**src/rtl/melody_sequencer_if.sv**
```systemverilog
// Control/status bundle between the melody sequencer and its host.
// TEMPO exists only when MELODY_TEMPO_EN is defined.
interface melody_sequencer_if #(
    parameter int SONG_LEN = 32
);
    localparam int IDX_W = (SONG_LEN > 1) ? $clog2(SONG_LEN) : 1;

    // PLAY and STOP are one-cycle request pulses with no ready/ack; a PLAY
    // seen while BUSY is dropped, and STOP wins when both arrive together.
    logic             PLAY;
    logic             STOP;
    logic             LOOP;
`ifdef MELODY_TEMPO_EN
    logic [1:0]       TEMPO;
`endif
    logic [7:0]       NOTE_SW;
    logic             BUSY;
    logic [IDX_W-1:0] STEP_IDX;
    logic             DONE;
    logic [1:0]       STATE_DBG;

`ifdef MELODY_TEMPO_EN
    modport master (input PLAY, STOP, LOOP, TEMPO,
                    output NOTE_SW, BUSY, STEP_IDX, DONE, STATE_DBG);
    modport slave  (output PLAY, STOP, LOOP, TEMPO,
                    input NOTE_SW, BUSY, STEP_IDX, DONE, STATE_DBG);
`else
    modport master (input PLAY, STOP, LOOP,
                    output NOTE_SW, BUSY, STEP_IDX, DONE, STATE_DBG);
    modport slave  (output PLAY, STOP, LOOP,
                    input NOTE_SW, BUSY, STEP_IDX, DONE, STATE_DBG);
`endif
endinterface

```
**src/rtl/melody_sequencer.sv**
```systemverilog
// Plays a fixed ROM melody as a one-hot note-select vector for the tone stage.
// Define MELODY_TEMPO_EN to add the run-time TEMPO divisor select.
module melody_sequencer #(
    parameter int CLK_HZ    = 100000000,
    parameter int TICK_HZ   = 16,
    parameter int SONG_LEN  = 32,
    parameter int GAP_TICKS = 1
) (
    input  logic CLK,
    input  logic RESET,
    melody_sequencer_if.master bus
);
    localparam int DIV   = CLK_HZ / TICK_HZ;
    localparam int IDX_W = (SONG_LEN > 1) ? $clog2(SONG_LEN) : 1;
    localparam int CNT_W = $clog2(2 * DIV);

    localparam logic [IDX_W-1:0] LAST_IDX = IDX_W'(SONG_LEN - 1);
    localparam logic [7:0]       GAP      = 8'(GAP_TICKS);
    localparam logic [CNT_W-1:0] DIV_LAST = CNT_W'(DIV - 1);

    typedef enum logic [1:0] {
        S_IDLE    = 2'd0,
        S_LOAD    = 2'd1,
        S_PLAYING = 2'd2,
        S_FINISH  = 2'd3
    } state_t;

    state_t           state_q;
    logic [IDX_W-1:0] idx_q;
    logic [7:0]       rem_q;
    logic [CNT_W-1:0] tick_q;
    logic [3:0]       code_q;
    logic [7:0]       note_sw_q;
    logic             busy_q;
    logic             done_q;

    // Entries 0..7 climb C4..C5 for four ticks each; everything else ends the song.
    function automatic logic [11:0] rom_word(input logic [IDX_W-1:0] a);
        logic [3:0] code;
        code     = 4'(a) + 4'd1;
        rom_word = 12'h000;
        if (32'(a) < 32'd8) rom_word = {code, 8'd4};
    endfunction

    function automatic logic [7:0] decode(input logic [3:0] c);
        decode = 8'h00;
        if (c >= 4'd1 && c <= 4'd8) decode = 8'h80 >> (c - 4'd1);
    endfunction

    logic [11:0]      entry;
    logic [7:0]       rem_dec;
    logic [CNT_W-1:0] div_last;

    assign entry   = rom_word(idx_q);
    assign rem_dec = rem_q - 8'd1;

`ifdef MELODY_TEMPO_EN
    logic [CNT_W-1:0] div_last_q;
    logic [CNT_W-1:0] tempo_last;

    always_comb begin
        tempo_last = DIV_LAST;
        case (bus.TEMPO)
            2'b01:   tempo_last = CNT_W'(DIV / 2 - 1);
            2'b10:   tempo_last = CNT_W'(2 * DIV - 1);
            default: tempo_last = DIV_LAST;
        endcase
    end
    assign div_last = div_last_q;
`else
    assign div_last = DIV_LAST;
`endif

    always_ff @(posedge CLK or posedge RESET) begin
        if (RESET) begin
            state_q   <= S_IDLE;
            idx_q     <= '0;
            rem_q     <= 8'd0;
            tick_q    <= '0;
            code_q    <= 4'd0;
            note_sw_q <= 8'h00;
            busy_q    <= 1'b0;
            done_q    <= 1'b0;
`ifdef MELODY_TEMPO_EN
            div_last_q <= DIV_LAST;
`endif
        end else begin
            done_q <= 1'b0;
            if (state_q != S_IDLE && bus.STOP) begin
                state_q   <= S_IDLE;
                idx_q     <= '0;
                note_sw_q <= 8'h00;
                busy_q    <= 1'b0;
            end else begin
                case (state_q)
                    S_IDLE: begin
                        if (bus.PLAY && !bus.STOP) begin
                            state_q <= S_LOAD;
                            idx_q   <= '0;
                            busy_q  <= 1'b1;
                        end
                    end
                    S_LOAD: begin
                        if (entry[7:0] == 8'd0) begin
                            state_q   <= S_FINISH;
                            note_sw_q <= 8'h00;
                            done_q    <= 1'b1;
                        end else begin
                            state_q   <= S_PLAYING;
                            rem_q     <= entry[7:0];
                            tick_q    <= '0;
                            code_q    <= entry[11:8];
                            note_sw_q <= (entry[7:0] > GAP) ? decode(entry[11:8]) : 8'h00;
`ifdef MELODY_TEMPO_EN
                            div_last_q <= tempo_last;
`endif
                        end
                    end
                    S_PLAYING: begin
                        if (tick_q == div_last) begin
                            tick_q    <= '0;
                            rem_q     <= rem_dec;
                            note_sw_q <= (rem_dec > GAP) ? decode(code_q) : 8'h00;
                            if (rem_dec == 8'd0) begin
                                if (idx_q == LAST_IDX) begin
                                    state_q <= S_FINISH;
                                    done_q  <= 1'b1;
                                end else begin
                                    state_q <= S_LOAD;
                                    idx_q   <= idx_q + 1'b1;
                                end
                            end
                        end else begin
                            tick_q <= tick_q + 1'b1;
                        end
                    end
                    S_FINISH: begin
                        if (bus.LOOP) begin
                            state_q <= S_LOAD;
                            idx_q   <= '0;
                        end else begin
                            state_q <= S_IDLE;
                            busy_q  <= 1'b0;
                        end
                    end
                    default: state_q <= S_IDLE;
                endcase
            end
        end
    end

    assign bus.NOTE_SW   = note_sw_q;
    assign bus.BUSY      = busy_q;
    assign bus.STEP_IDX  = idx_q;
    assign bus.DONE      = done_q;
    assign bus.STATE_DBG = state_q;
endmodule

```
**src/flat_wrapper.sv**
```systemverilog
// flat-port wrapper written by rule: the top's interface ports become plain ports
module melody_sequencer_flat 
#(
    parameter int CLK_HZ    = 100000000,
    parameter int TICK_HZ   = 16,
    parameter int SONG_LEN  = 32,
    parameter int GAP_TICKS = 1
)
  (CLK, RESET, bus_PLAY, bus_STOP, bus_LOOP, bus_NOTE_SW, bus_BUSY, bus_STEP_IDX, bus_DONE, bus_STATE_DBG);
  melody_sequencer_if #(.SONG_LEN(SONG_LEN)) bus_i ();
  input  logic CLK;
  input  logic RESET;
  input wire logic [$bits(bus_i.PLAY)-1:0] bus_PLAY;
  input wire logic [$bits(bus_i.STOP)-1:0] bus_STOP;
  input wire logic [$bits(bus_i.LOOP)-1:0] bus_LOOP;
  output wire logic [$bits(bus_i.NOTE_SW)-1:0] bus_NOTE_SW;
  output wire logic [$bits(bus_i.BUSY)-1:0] bus_BUSY;
  output wire logic [$bits(bus_i.STEP_IDX)-1:0] bus_STEP_IDX;
  output wire logic [$bits(bus_i.DONE)-1:0] bus_DONE;
  output wire logic [$bits(bus_i.STATE_DBG)-1:0] bus_STATE_DBG;
  assign bus_i.PLAY = bus_PLAY;
  assign bus_i.STOP = bus_STOP;
  assign bus_i.LOOP = bus_LOOP;
  assign bus_NOTE_SW = bus_i.NOTE_SW;
  assign bus_BUSY = bus_i.BUSY;
  assign bus_STEP_IDX = bus_i.STEP_IDX;
  assign bus_DONE = bus_i.DONE;
  assign bus_STATE_DBG = bus_i.STATE_DBG;
  melody_sequencer #(.CLK_HZ(CLK_HZ), .TICK_HZ(TICK_HZ), .SONG_LEN(SONG_LEN), .GAP_TICKS(GAP_TICKS)) u_core (.CLK(CLK), .RESET(RESET), .bus(bus_i));
endmodule
```
**config.mk**
```make
export PLATFORM = sky130hd
export DESIGN_NAME = melody_sequencer_flat
export DESIGN_NICKNAME = d
export VERILOG_FILES = /design/src/rtl/melody_sequencer_if.sv /design/src/rtl/melody_sequencer.sv /design/src/flat_wrapper.sv
export SDC_FILE = /design/constraint.sdc
export NUM_CORES = 1
export LEC_CHECK = 0
export CAP_MARGIN = 20
export CORE_MARGIN = 2
export CORE_UTILIZATION = 45
export CTS_BUF_LIST = sky130_fd_sc_hd__clkbuf_2
export CTS_CLUSTER_DIAMETER = 100
export DETAILED_ROUTE_END_ITERATION = 10
export GPL_TIMING_DRIVEN = 0
export PLACE_DENSITY_LB_ADDON = 0.05
export SETUP_SLACK_MARGIN = 0.4
export SLEW_MARGIN = 25
export SYNTH_ARGS = -nofsm -noshare
export SYNTH_HDL_FRONTEND = slang
export SYNTH_SLANG_ARGS = --single-unit
```
**constraint.sdc**
```tcl
create_clock -name CLK -period 5.75 [get_ports CLK]
set_clock_uncertainty 0.2 [all_clocks]
set_input_delay 1.15 -clock CLK [delete_from_list [all_inputs] [get_ports CLK]]
set_output_delay 1.15 -clock CLK [all_outputs]
set_load 0.02 [all_outputs]
```
# Yosys cells after proc, flatten, opt, wreduce, memory -nomap -nowiden
# Index checks and enable logic that the tools add are counted.
dict set report op_classes {
  add_sub_neg 6
  n_mul 0
  n_div 0
  magnitude_cmp 7
  eq_ne 13
  shift 2
  mux 40
  n_bitwise 2
  reduce_logical 20
}
# operator count
set ops {}
lappend ops {{$mux W8} 9}
lappend ops {{$mux W24} 2}
lappend ops {{$pmux W24 S2} 1}
lappend ops {{$pmux W8 S2} 2}
lappend ops {{$mux W5} 6}
lappend ops {{$add A24 B1 Y24 const B} 1}
lappend ops {{$eq A24 B23 Y1 const B} 1}
lappend ops {{$gt A8 B1 Y1 const B} 2}
lappend ops {{$logic_not A8 Y1} 2}
lappend ops {{$shr A8 B4 Y8 const A} 2}
lappend ops {{$pmux W5 S3} 1}
lappend ops {{$mux W12} 1}
lappend ops {{$reduce_and A3 Y1} 4}
lappend ops {{$mux W1} 10}
lappend ops {{$mux W2} 5}
lappend ops {{$ne A3 B1 Y1 const B} 3}
lappend ops {{$ne A3 B2 Y1 const B} 3}
lappend ops {{$ge A4 B1 Y1 const B} 2}
lappend ops {{$le A4 B4 Y1 const B} 2}
lappend ops {{$pmux W2 S4} 1}
lappend ops {{$sub A4 B1 Y4 const B} 2}
lappend ops {{$sub A8 B1 Y8 const B} 1}
lappend ops {{$reduce_and A6 Y1} 1}
lappend ops {{$reduce_bool A3 Y1} 2}
lappend ops {{17 further kinds} 24}
dict set report totals {
  ff_bits 53
  latch_bits 0
  ram_bits 0
  rom_bits 0
  inputBits 5
  output_inout_bits 17
  word_cells 98
  n_memories 0
}

# Longest topological paths before layout
dict set report logic_depth {
  ltp_word 9
  depth_mapped 10
}

# Worst setup path after synthesis
# No wires, ideal clock.
dict set report synth_timing {
  path_type {reg2reg}
  from {register u_core.rem_q[0]}
  to {register u_core.idx_q[4] (netlist: u_core.bus.STEP_IDX[4])}
  setup_time_ns 0.078
  arrival_ns 2.422
  required_time_ns 5.472
  slack_ns 3.051
  path_stages_with_launch 9
  path_buffers 0
  path_cell_list {dfrtp_1 > inv_1 > ha_1 > or3b_2 > xnor2_1 > a2111oi_2 > nand3_1 > or3_1 > o2bb2ai_1}
}
dict set report synth_between {
  elab_chain_cells 4
}
# item line_no
set synth_rtl {}
lappend synth_rtl {{start, declared} melody_sequencer.sv:30} ;# logic [7:0] rem_q;
lappend synth_rtl {{start signal, assigned} melody_sequencer.sv:110} ;# rem_q <= entry[7:0];
lappend synth_rtl {{start signal, assigned} melody_sequencer.sv:122} ;# rem_q <= rem_dec;
lappend synth_rtl {{$sub A8 B1 Y8} melody_sequencer.sv:55} ;# assign rem_dec = rem_q - 8'd1;
lappend synth_rtl {{$logic_not A8 Y1} melody_sequencer.sv:124} ;# if (rem_dec == 8'd0) begin
lappend synth_rtl {{$ne A3 B1 Y1 (no source line)} --}
lappend synth_rtl {{$reduce_and A6 Y1 (no source line)} --}
lappend synth_rtl {{end signal, assigned} melody_sequencer.sv:130} ;# idx_q <= idx_q + 1'b1;
lappend synth_rtl {{end, declared} melody_sequencer.sv:29} ;# logic [IDX_W-1:0] idx_q;
# No other way between the ends.
# A chain may end at the register's enable or synchronous reset.

# Final worst setup path
dict set report layout_timing {
  from {register u_core.rem_q[0]}
  to {register u_core.done_q (netlist: u_core.bus.DONE)}
}
dict set report layout_between {
  elab_chain_cells 6
}
# item line_no
set layout_rtl {}
lappend layout_rtl {{$sub A8 B1 Y8} melody_sequencer.sv:55}
lappend layout_rtl {{$logic_not A8 Y1} melody_sequencer.sv:124}
lappend layout_rtl {{$mux W1} melody_sequencer.sv:124}
lappend layout_rtl {{$mux W1} melody_sequencer.sv:120} ;# if (tick_q == div_last) begin
lappend layout_rtl {{$pmux W1 S2} melody_sequencer.sv:95} ;# case (state_q)
lappend layout_rtl {{$mux W1} melody_sequencer.sv:89} ;# if (state_q != S_IDLE && bus.STOP) begin
lappend layout_rtl {{end signal, assigned} melody_sequencer.sv:88} ;# done_q <= 1'b0;
lappend layout_rtl {{end signal, assigned} melody_sequencer.sv:107} ;# done_q <= 1'b1;
lappend layout_rtl {{end signal, assigned} melody_sequencer.sv:127} ;# done_q <= 1'b1;
lappend layout_rtl {{end, declared} melody_sequencer.sv:35} ;# logic done_q;
# No other way between the ends.

==> results.cfg <==
[yosys]
synthesis.nets = 373
synthCells = 357
ys_seq_area_share_pct = 41.9
ys_seq_elements = 53
synthArstFlopShare_pct = 100
netlist_area_um2 = 3160
synth_top_flop_cell = dfrtp_1
synth_edf_count = 0
ys_warn_count = 0
ys_types = 57
synth_area_per_cell_um2 = 8.86

[floorplanning]
initial_core_util_pct = 46.6
io_pins = 22
die_area_um2 = 7720
die_h_um = 87.8
die_w_um = 87.8
core_um2 = 6790
fp-row-count = 30

[timing]
drv_slew = 0
clock.fmax_mhz = 321
hold_violations = 0
grt_setup_unrepaired = no
setup_violations = 0
tightest_slew_ns = 0.780
finalSetupTns_ns = 0
fin_crit_ns = 3.12
post-route-period-util_pct = 54.2
relSlewSlack_pct = 47.8

[drt]
vias_per_cell = 5.45
finalWirelength_um = 7170
drt_drc_violations_left = 0
routed-via-count = 2632
routedWlPerCell_um = 14.9
drt_iter0_markers = 184
ant_nets = 0
dr.pass1.iters = 4

[clock_network]
ctsHoldBuffers = 0
h-tree-depth = 2
cts_root_buf = clkbuf_2
clk_pin_slew_ns = 0.29
post_cts_buffers = 0
clk_latency_ns = 0.45
cts_tree = yes
cts_sinks = 53
cts_max_path_buffers = 2
numCtsBuffers = 5
ctsResizeCount = 0

[worst_setup_path]
worstPathMaxFanout = 8
arrival_ns = 3.31
path_class = reg -> reg
start_kind = register
required_ns = 5.95
cp-end-kind = register

[global_routing]
grtUsageTotal_pct = 19.8
grt_pass1_vias = 2428
grt_use_met2_pct = 33.4
grt_pass1_wl_um = 12000
antenna_found_initial = 0
grt_overflow_total = 0
grt_max_degree = 36
grt_use_met1_pct = 27.0
met3_usage_pct = 2.83
globalRoute.busiestLayer = met2

[cells_and_area]
drive_gt1_share_pct = 6.98
area_growth_syn_to_layout_pct = 12.4
utilization_pct = 52.3
nNetsFinal = 402
layout_common_cells = dfrtp_1, nor2_1, nand2_1, o21ai_0, clkdlybuf4s50_1
mostFrequentLayoutCell = dfrtp_1
diodes = 0

[min_path]
hold_path_class = reg -> reg

[place]
io_buffers = 21
post-dp-hpwl_um = 5290
gp_congestion = 0.815

[pwr]
ir_drop_mv = 0.128
powerDensity_nw_per_um2 = 330
p_leak_nw = 1.46

[run_status]
outcome = finished, final reports clean

[run]
cap_violations = 0
final cells by class:
| cell class | count | area (µm²) |
|---|---|---|
| fill | 681 | 3240 |
| multi-input combinational | 272 | 1710 |
| sequential | 53 | 1330 |
| timing repair buffer | 22 | 230 |
| tap | 96 | 120 |
| inverter | 20 | 77.6 |
| buffer | 12 | 48.8 |
| clock buffer | 6 | 30.0 |
| clock inverter | 2 | 10.0 |
worst max-delay path, cell delays in order (launching register included):
cell and delay, ns:
dfrtp_1 0.53, inv_1 0.13, ha_1 0.24, or3b_2 0.50, xnor2_1 0.17, a2111oi_2 0.43, nand3_1 0.31, or2_2 0.36
a21oi_1 0.22
synth_stat cells, drive strengths merged (2+ instances only):
cell     count  area (µm²)
nor4         9        77.6
nand3       14        75.1
nor2        41         154
nor3        11        55.1
a22oi        2        15.0
o21a         2        15.0
dfrtp       53        1330
nor4b        3        26.3
o211ai       6        45.0
a2111oi      2        23.8
nand2b       7        43.8
and2         2        12.5
ha          11         138
a21o         2        15.0
xnor2       11        96.3
a21oi       12        63.8
o31ai        6        45.0
nand2       33         124
o22a         2        17.5
inv         19        71.3
nand4        4        25.0
or2          5        31.3
nor2b        3        18.8
and4         2        17.5
or4          2        15.0
clkbuf       8        30.0
o31a         2        17.5
nor3b        3        27.5
and3         4        25.0
o21ai       33         165
o21bai       2        15.0
a31oi        4        25.0
buf          4        18.8
or3          7        43.8
o2bb2ai      2        17.5
xor2        11        96.3
per-stage QoR:
| step | cell area [µm²] | hold WS, ns | setup WS [ns] | total power (W) | std cells |
|---|---|---|---|---|---|
| global placement | 3490 | 0.267 | 2.03 | 0.00102 | 474 |
| floorplan | 3160 | 0.251 | 3.05 | 0.000863 | 357 |
| global route | 3560 | 0.349 | 2.40 | 0.00127 | 483 |
| finish | 3560 | 0.314 | 2.63 | 0.00117 | 483 |
| CTS | 3560 | 0.321 | 2.56 | 0.00119 | 483 |
| detailed placement | 3520 | 0.270 | 2.25 | 0.00103 | 475 |
per-layer routing:
layer | up-vias | routed length [µm]
met1 | 1248 | 3470
li1 | 1327 | -
met5 | - | 0
met3 | 4 | 229
met2 | 53 | 3440
met4 | 0 | 37
kinds of logic after synthesis:
logic type,after synthesis,synth area share [%]
buffers and inverters,32,3.92
and+or+nand+nor,154,25.7
DFF,53,41.9
xor gates and xnor gates,22,6.09
AOI/OAI and AO/OA,85,18.0
adders and majority gates,11,4.35
report_power, final:
part           leakage, nW  switching [W]  internal, W
Clock               0.0327       0.000121    0.0000306
Sequential           0.724      0.0000441     0.000410
Combinational        0.703       0.000367     0.000202
path summary, 6_finish.rpt:
kind	startpoint	to	slack (ns)	cells after the start
worst max-delay path	u_core.rem_q[0]$_DFFE_PP0P_	u_core.bus.DONE$_DFF_PP0_	2.63	8
worst min-delay path	u_core.bus.NOTE_SW[5]$_DFFE_PP0P_	u_core.bus.NOTE_SW[5]$_DFFE_PP0P_	0.31	2
worst max register to register	u_core.rem_q[0]$_DFFE_PP0P_	u_core.bus.DONE$_DFF_PP0_	2.63	8
worst min register to register	u_core.bus.NOTE_SW[5]$_DFFE_PP0P_	u_core.bus.NOTE_SW[5]$_DFFE_PP0P_	0.31	2
max in group asynchronous	RESET	u_core.tick_q[18]$_DFFE_PP0P_	4.14	3
min in group asynchronous	RESET	u_core.bus.STEP_IDX[4]$_DFFE_PP0P_	0.72	2
registers in the layout (all words and copies together), names as in the netlist:
name	cells
u_core.bus.BUSY	1
u_core.bus.DONE	1
u_core.bus.NOTE_SW	8
u_core.bus.STATE_DBG	2
u_core.bus.STEP_IDX	5
u_core.code_q	4
u_core.rem_q	8
u_core.tick_q	24
(Power assumes the default switching activity.)
